### config.mk
export PLATFORM = sky130hd
export DESIGN_NAME = div_seq_unit
export DESIGN_NICKNAME = d
export VERILOG_FILES = /design/src/rtl/div_seq_unit_pkg.sv /design/src/rtl/div_seq_datapath.sv /design/src/rtl/div_seq_unit.sv
export SDC_FILE = /design/constraint.sdc
export NUM_CORES = 1
export LEC_CHECK = 0
export CORE_ASPECT_RATIO = 0.6
export CORE_UTILIZATION = 47
export CTS_CLUSTER_SIZE = 40
export DETAILED_ROUTE_END_ITERATION = 16
export PLACE_DENSITY = 0.69
export SLEW_MARGIN = 20
export SYNTH_ARGS = -nofsm -noshare
export SYNTH_HDL_FRONTEND = slang
export SYNTH_SLANG_ARGS = --single-unit
### constraint.sdc
create_clock -name clk -period 7.45 [get_ports clk]
set_input_delay 1.49 -clock clk [delete_from_list [all_inputs] [get_ports clk]]
set_output_delay 1.49 -clock clk [all_outputs]
set_load 0.005 [all_outputs]
### src/rtl/div_seq_unit_pkg.sv
// Shared divider definitions, also imported by the hazard unit.
package div_seq_unit_pkg;

    typedef enum logic [1:0] {
        IDLE,
        BUSY,
        DONE
    } div_state_t;

    // Fill bit for the divide-by-zero quotient; users replicate it to WIDTH.
    localparam logic DIV_ZERO_QUO = 1'b1;

endpackage

### src/rtl/div_seq_datapath.sv
// Restoring radix-2 divider datapath: magnitude shift registers, trial subtractor,
// iteration counter and sign fix-up into the quotient/remainder output registers.
module div_seq_datapath
    import div_seq_unit_pkg::*;
#(
    parameter int WIDTH = 32,
    parameter int CNT_W = 6
) (
    input  logic             clk,
    input  logic             rst,
    input  logic             i_load,
    input  logic             i_step,
    input  logic             i_finish,
    input  logic             i_signed,
    input  logic [WIDTH-1:0] i_dividend,
    input  logic [WIDTH-1:0] i_divisor,
    output logic             o_div_zero,
    output logic             o_last,
    output logic [WIDTH-1:0] o_quotient,
    output logic [WIDTH-1:0] o_remainder
);

    logic [WIDTH-1:0] r_rem, r_quo, r_dvs;
    logic [CNT_W-1:0] r_cnt;
    logic             r_neg_q, r_neg_r;
    logic [WIDTH-1:0] r_quo_o, r_rem_o;

    logic [WIDTH-1:0] w_abs_a, w_abs_b;
    logic [WIDTH:0]   w_sh, w_sub;
    logic             w_ge;
    logic [WIDTH-1:0] w_rem_nx, w_quo_nx, w_fix_q, w_fix_r;

    assign w_abs_a = (i_signed && i_dividend[WIDTH-1]) ? -i_dividend : i_dividend;
    assign w_abs_b = (i_signed && i_divisor[WIDTH-1])  ? -i_divisor  : i_divisor;

    // Partial remainder gets one extra bit so the shifted value cannot overflow.
    assign w_sh     = {r_rem, r_quo[WIDTH-1]};
    assign w_sub    = w_sh - {1'b0, r_dvs};
    assign w_ge     = (w_sh >= {1'b0, r_dvs});
    assign w_rem_nx = w_ge ? w_sub[WIDTH-1:0] : w_sh[WIDTH-1:0];
    assign w_quo_nx = {r_quo[WIDTH-2:0], w_ge};

    assign w_fix_q = r_neg_q ? -w_quo_nx : w_quo_nx;
    assign w_fix_r = r_neg_r ? -w_rem_nx : w_rem_nx;

    assign o_div_zero  = (i_divisor == '0);
    assign o_last      = (r_cnt == CNT_W'(1));
    assign o_quotient  = r_quo_o;
    assign o_remainder = r_rem_o;

    always_ff @(posedge clk) begin
        if (rst) begin
            r_rem   <= '0;
            r_quo   <= '0;
            r_dvs   <= '0;
            r_cnt   <= '0;
            r_neg_q <= 1'b0;
            r_neg_r <= 1'b0;
            r_quo_o <= '0;
            r_rem_o <= '0;
        end else begin
            if (i_load) begin
                r_rem   <= '0;
                r_quo   <= w_abs_a;
                r_dvs   <= w_abs_b;
                r_cnt   <= CNT_W'(WIDTH);
                r_neg_q <= i_signed & (i_dividend[WIDTH-1] ^ i_divisor[WIDTH-1]);
                r_neg_r <= i_signed & i_dividend[WIDTH-1];
            end else if (i_step) begin
                r_rem <= w_rem_nx;
                r_quo <= w_quo_nx;
                r_cnt <= r_cnt - CNT_W'(1);
            end
            // Finish together with load is the zero-divisor shortcut from IDLE.
            if (i_finish) begin
                if (i_load) begin
                    r_quo_o <= {WIDTH{DIV_ZERO_QUO}};
                    r_rem_o <= i_dividend;
                end else begin
                    r_quo_o <= w_fix_q;
                    r_rem_o <= w_fix_r;
                end
            end
        end
    end

endmodule

### src/rtl/div_seq_unit.sv
// EX-stage iterative divider: IDLE/BUSY/DONE control with flush, hold and stall
// handling around the restoring datapath.
module div_seq_unit
    import div_seq_unit_pkg::*;
#(
    parameter int WIDTH = 32
) (
    input  logic             clk,
    input  logic             rst,
    input  logic             valid_i,
    input  logic             signed_i,
    input  logic [WIDTH-1:0] dividend_i,
    input  logic [WIDTH-1:0] divisor_i,
    input  logic             flush_i,
    input  logic             hold_i,
    output logic             stall_o,
    output logic             done_o,
    output logic [WIDTH-1:0] quotient_o,
    output logic [WIDTH-1:0] remainder_o,
    output logic             busy_o
);

    localparam int CNT_W = $clog2(WIDTH + 1);

    div_state_t r_state, w_state_nx;
    logic       w_load, w_step, w_finish, w_div_zero, w_last;

    always_ff @(posedge clk) begin
        if (rst) r_state <= IDLE;
        else     r_state <= w_state_nx;
    end

    always_comb begin
        w_state_nx = r_state;
        w_load     = 1'b0;
        w_step     = 1'b0;
        w_finish   = 1'b0;
        case (r_state)
            IDLE: begin
                if (valid_i) begin
                    w_load = 1'b1;
                    if (w_div_zero) begin
                        w_finish   = 1'b1;
                        w_state_nx = DONE;
                    end else begin
                        w_state_nx = BUSY;
                    end
                end
            end
            BUSY: begin
                w_step = 1'b1;
                if (w_last) begin
                    w_finish   = 1'b1;
                    w_state_nx = DONE;
                end
            end
            DONE: begin
                if (!hold_i) w_state_nx = IDLE;
            end
            default: w_state_nx = IDLE;
        endcase
        // A cancelled instruction must never reach the result registers.
        if (flush_i) begin
            w_state_nx = IDLE;
            w_load     = 1'b0;
            w_step     = 1'b0;
            w_finish   = 1'b0;
        end
    end

    assign stall_o = valid_i & ~flush_i & (r_state != DONE);
    assign done_o  = (r_state == DONE) & ~flush_i;
    assign busy_o  = (r_state == BUSY);

    div_seq_datapath #(
        .WIDTH (WIDTH),
        .CNT_W (CNT_W)
    ) u_datapath (
        .clk         (clk),
        .rst         (rst),
        .i_load      (w_load),
        .i_step      (w_step),
        .i_finish    (w_finish),
        .i_signed    (signed_i),
        .i_dividend  (dividend_i),
        .i_divisor   (divisor_i),
        .o_div_zero  (w_div_zero),
        .o_last      (w_last),
        .o_quotient  (quotient_o),
        .o_remainder (remainder_o)
    );

endmodule

==> metrics, run 1 <==
status=complete, no violations; Compound-Gate Fraction of Synth Area=0.270; Cell Count, Final, Fillers Out=1971; post-synthesis mux area share=0.0130; die footprint=~26000 um2; clk buf depth=2; synth top area cells=dfxtp_1 (29%), nor2_1 (6.7%), nand2_1 (5.6%); Worst path max stage delay=540 ps; clock skew=between 10 and 15 ps; crit-path leading delay family=simple AND/OR/NAND/NOR gates; post-placement setup slack=2020 ps; YS warnings=0; CP Capture Type=flop; Nets=1745; final-report hold violation count=0; DP Area=between 10000 and 15000 um2; Port Buffers=136; initial antenna violation count=0; worst setup margin=1820 ps; Slew headroom=0.377; vias in the first global route=11.0k; CP Max Fanout=6; Final Max Tran Viols=0; Placer Congestion=just under 1; clk sinks=170; RSZ-0062 raised after global routing=no; fmax=178 MHz; first-pass GRT wire length=63200 um; global route overflow=0; Fin Hold WS=about 460 ps; adder-cell share of the synthesized area=0.0422; maximum VDD drop=145 uV; clock latency on the worst-skew pair=460 ps; Die Y=124 um; Power, Total=2.84 mW; critical path cell sequence=inv_1, ha_1, and4_1, nor4bb_1, nand4_1, o211a_1, nand2_2, mux2i_1, ha_1, or3b_2, or3_1, nor3_1, a41oi_1, nor3_1, nand4bb_1, o31ai_1, xor2_1, a2111oi_0; CTS tree=built; CORE AREA=24300 um2; Die X=206 um; multi-input logic area=around 7700 um2; Top Ports=137; Post-Synth XOR/XNOR Area=0.0999; PD cells=~200 nW/um2; vias=between 10k and 15k; top_reg_cell synth=dfxtp_1; # rows=44; CP bufs+invs=1; fillers=2307; Synth Instances=1568; Setup Viol. Count Final=0; Post-Syn Area=roughly 12000 um2; Area Growth Syn to Fin=18.1%; sequential area share after synthesis=0.290; Worst-path clk slew=70 ps; #FFs+latches synth=between 150 and 200; Max Cap Viol=0; crit path DAT=5960 ps; Num CTS Buffers=17; Syn Nets=between 1.5k and 2k; Post-Route Utilization=0.570; Final ANT Viol Nets=0; antenna cells=0; top-count cell post-synth=nor2_1; final worst path period share=0.756; Root Buffer=clkbuf_16; gr usage total=0.315; vias per inst=6.21; share of cells above drive strength 1=0.0443; Post-Synth Simple-Gate Area=0.232; Async SR Flop Fraction=0; min cycle time layout=~5600 ps; FF/Latch Area=3400 um2; Tightest Pin Transition=between 900 and 1000 ps; largest net degree at the start of global routing=69; Leak Pwr=roughly 5 nW; crit path launch type=flop; CTS Hold Bufs=0; placed cell count=1939; DP HPWL=30000 um; number of detailed-route iterations in the first pass=5; drt drc=0; Final Instance Area=13900 um2; htree depth=4; cell taking the most area after synthesis=dfxtp_1; total wire length=~40000 um; syn avg cell area=7.49 um2; Req. time, crit path=7780 ps; crit path max-delay cell type=nor4bb_1; starting density of the core=0.483; kind of critical path=reg -> reg; Post-synth EDFFs=0; mean routed wirelength per cell=20.3 um; top cell type's share of synthesized area=0.290; Iter 0 DRT Violations=between 1.5k and 2k; post-CTS setup buffers=0; # resized after CTS=0; type of the worst min-delay path=reg -> reg; largest family of logic cells by synthesized area=compound AO/OA/AOI/OAI gates; synth cell count leaders=nor2_1 (211), nand2_1 (174), dfxtp_1 (170); Netlist cell types=80; Sum Neg Setup Slack=0 ps
==> logic make-up after synthesis <==
| logic type | after synthesis |
|---|---|
| DFF | 170 |
| adders and majority gates | 39 |
| xor gates and xnor gates | 134 |
| muxes | 15 |
| AOI/OAI and AO/OA | 462 |
| buffers and inverters | 159 |
| and+or+nand+nor | 589 |
==> final timing paths <==
check | to | from | cells after the start | slack, ps
max reg2reg | u_datapath.o_remainder[30] | u_datapath.r_dvs[25] | 18 | 1820
min | u_datapath.o_remainder[9] | u_datapath.o_remainder[9] | 2 | 460
min reg2reg | u_datapath.o_remainder[9] | u_datapath.o_remainder[9] | 2 | 460
max | u_datapath.o_remainder[30] | u_datapath.r_dvs[25] | 18 | 1820
==> layout by cell type (no fill, tap or decap), drive strengths merged, types with 7 or more instances in the layout <==
master and count:
a211oi 72, a21o 13, a21oi 117, a221oi 7, a311oi 54, a31oi 20, and2 11, and3 10
buf 16, clkbuf 19, clkdlybuf4s50 135, dfxtp 170, ha 38, inv 60, mux2i 13, nand2 175
nand2b 12, nand3 17, nand4 14, nor2 211, nor2b 15, nor3 41, nor4 18, o211ai 9
o21ai 79, o31a 7, o31ai 19, o41ai 12, or3 25, or4 15, xnor2 62, xor2 72
==> worst reg2reg max path, cell delays in order (launching register included) <==
cell	delay, ps
dfxtp_1	350
inv_1	60
ha_1	380
and4_1	250
nor4bb_1	540
nand4_1	220
o211a_1	260
nand2_2	140
mux2i_1	320
ha_1	300
or3b_2	470
or3_1	340
nor3_1	240
a41oi_1	180
nor3_1	370
nand4bb_1	270
o31ai_1	310
xor2_1	100
a2111oi_0	400
==> registers in the layout, summed over array words and instances (netlist names) <==
signal,count
u_datapath.o_quotient,32
u_datapath.o_remainder,32
u_datapath.r_dvs,32
u_datapath.r_quo,32
u_datapath.r_rem,32
u_datapath.r_cnt,6
r_state,2
u_datapath.r_neg_q,1
u_datapath.r_neg_r,1
==> per-layer routing <==
| layer | wire [um] | global-route usage | share of wire |
|---|---|---|---|
| met5 | 0 | 0 | 0 |
| met4 | 548 | 0.0770 | 0.014 |
| met3 | 4240 | 0.0761 | 0.11 |
| met2 | 15000 | 0.398 | 0.37 |
| met1 | 20200 | 0.510 | 0.51 |
==> final cells by class <==
cell class / instances / area share
multi-input cells: 1239 / 0.558
flip-flops and latches: 170 / 0.245
repair buffers: 151 / 0.106
clock buffers: 19 / 0.0326
well taps: 322 / 0.0290
inverters: 57 / 0.0154
clock inverters: 13 / 0.0135
==> power by group <==
part / leakage (nW) / internal (mW) / switching (mW)
Sequential: 1.38 / 0.941 / 0.0367
Combinational: 3.28 / 0.312 / 0.559
Clock: 0.306 / 0.581 / 0.407
Total: 4.97 / 1.83 / 1.00
Power figures use the tool's default switching activity.
==> inputs of run 2 (changes only) <==
PLACE_DENSITY = 0.72   (was 0.69)
clock period = 4.8 ns   (was 7.45 ns; I/O delays follow)
==> run 2 against run 1 <==
  * The flow now finishes with violations (negative setup slack)
  * Maximum frequency rose by 17%
  * Flip-flop and latch count did not move
  * Final cell count rose by 4.8%
  * Global-route usage rose by 0.97 points
  * Count of clock-buffer cells in the layout rose by 5
  * Setup slack got worse by 1800 ps
  * Non-clock buffer count rose by 97
  * Hold slack got worse by 1.7 ps
  * Die area did not move
  * Combinational power rose by 89%
  * Wire length rose by 5.8%
  * Critical endpoint is now u_datapath.o_remainder[24]
  * Largest cell class unchanged
  * Largest power group is now combinational cells
  * Highest routed layer unchanged
==> metrics, run 2 (synthesized netlist as in run 1, its figures left out) <==
Worst-path clk slew=70 ps; Area Growth Syn to Fin=29.7%; total wire length=42300 um; Final ANT Viol Nets=0; crit-path leading delay family=simple AND/OR/NAND/NOR gates; busiest grt layer=met1; failing checks=negative setup slack; met2 global-route usage=0.423; Port Buffers=136; htree depth=4; Die Y=~120 um; clock latency on the worst-skew pair=460 ps; CORE AREA=24300 um2; final-report hold violation count=0; clock skew=14.1 ps; crit path max-delay cell type=or4_4; Placer Congestion=0.952; vias per inst=6.12; clk buf depth=2; drt drc=0; post-placement setup slack=-216 ps; Root Buffer=clkbuf_16; die footprint=25700 um2; Post-Route Utilization=0.626; type of the worst min-delay path=reg -> reg; Final Max Tran Viols=0; PD cells=302 nW/um2; number of detailed-route iterations in the first pass=5; Top Ports=137; Req. time, crit path=~5200 ps; met3 Use GR=0.127; worst setup margin=-11.0 ps; Cell Count, Final, Fillers Out=2066; Power, Total=4.60 mW; # rows=between 40 and 50; Num CTS Buffers=17; CTS tree=built; Iter 0 DRT Violations=approximately 1.3k; RSZ-0062 raised after global routing=yes; vias=12.6k; share of cells above drive strength 1=0.150; final worst path period share=1.00; CP Capture Type=flop; maximum VDD drop=253 uV; most frequent cells in the layout=nor2_1 (207), nand2_1 (172), dfxtp_1 (145); first-pass GRT wire length=roughly 65000 um; CP bufs+invs=2; Nets=around 1.8k; Tightest Pin Transition=943 ps; kind of critical path=reg -> reg; fmax=208 MHz; Die X=206 um; GRT met1 Usage=0.483; Setup Viol. Count Final=2; crit path DAT=between 5000 and 6000 ps; DP HPWL=31200 um; Worst path max stage delay=610 ps; vias in the first global route=11.5k; Max Cap Viol=0; starting density of the core=0.483; global route overflow=0; mean routed wirelength per cell=slightly above 20 um; placed cell count=~2k; CP Max Fanout=3; critical path cell sequence=inv_2, ha_4, nand4_1, nor4_4, nand4_1, o211a_4, nand2_4, mux2i_4, ha_2, or3b_4, or3_4, nor3_4, a41oi_2, or4_4, nor3b_4, buf_4, o21ai_2, nand3_1, o21ai_1, a221oi_1; commonest non-fill, non-tap cell in the layout=nor2_1; min cycle time layout=4810 ps; Sum Neg Setup Slack=-21.1 ps; Leak Pwr=roughly 5.5 nW; status=complete, but fails checks; Slew headroom=0.371; crit path launch type=flop; most frequent CP cell=nand4_1; gr usage total=0.325; antenna cells=0; largest net degree at the start of global routing=76; initial antenna violation count=0; clk sinks=170; CTS Hold Bufs=0
-- run 2: repair_timing --
| action | 4_1_cts | 5_1_grt |
|---|---|---|
| gates resized for setup | 9 | 87 |
| setup buffers | 0 | 19 |
| setup endpoints to repair | 9 | 12 |
| pin swaps | 6 | 34 |
-- run 2: where the power goes --
part	switching, mW	internal [mW]	total [mW]
registers	0.0560	1.46	1.52
logic	0.975	0.679	1.65
clock network	0.597	0.830	1.43
total	1.63	2.97	4.60
-- run 2: final timing paths --
check	start	end	slack (ps)	depth (start not counted)
worst max-delay path	u_datapath.r_dvs[13]	u_datapath.o_remainder[24]	-10	20
worst min-delay path	u_datapath.o_remainder[9]	u_datapath.o_remainder[9]	460	2
worst max register to register	u_datapath.r_dvs[13]	u_datapath.o_remainder[24]	-10	20
worst min register to register	u_datapath.o_remainder[9]	u_datapath.o_remainder[9]	460	2
-- run 2: cell type report --
type | count | area (um2)
Sequential cell | 170 | 3440
Multi-Input combinational cell | 1239 | 8330
Inverter | 57 | 214
Tap cell | 322 | 403
Clock buffer | 24 | 502
Timing Repair Buffer | 248 | 2270
Fill cell | 2148 | 9100
Clock inverter | 6 | 86.3
-- run 2: worst register-to-register path: stages (launching register included) --
cell and delay [ps]:
dfxtp_2 370, inv_2 60, ha_4 260, nand4_1 170
nor4_4 340, nand4_1 210, o211a_4 220, nand2_4 90
mux2i_4 250, ha_2 200, or3b_4 380, or3_4 420
nor3_4 220, a41oi_2 50, or4_4 610, nor3b_4 240
buf_4 150, o21ai_2 50, nand3_1 80, o21ai_1 70
a221oi_1 250
-- run 2: metrics by stage --
stage	instance area, um2	hold slack, ps
after detailed placement	14000	450
after global routing	15200	478
after floorplan	11900	432
after CTS	14700	458
final	15200	459
after global placement	14000	440
-- run 2: metal layers --
metal / up-vias / wire length (um) / part of all wire
met2: 604 / 16600 / 0.39
met5: - / 0 / 0
li1: 6014 / - / -
met1: 5971 / 19800 / 0.47
met3: 49 / 5220 / 0.12
met4: 0 / 689 / 0.016
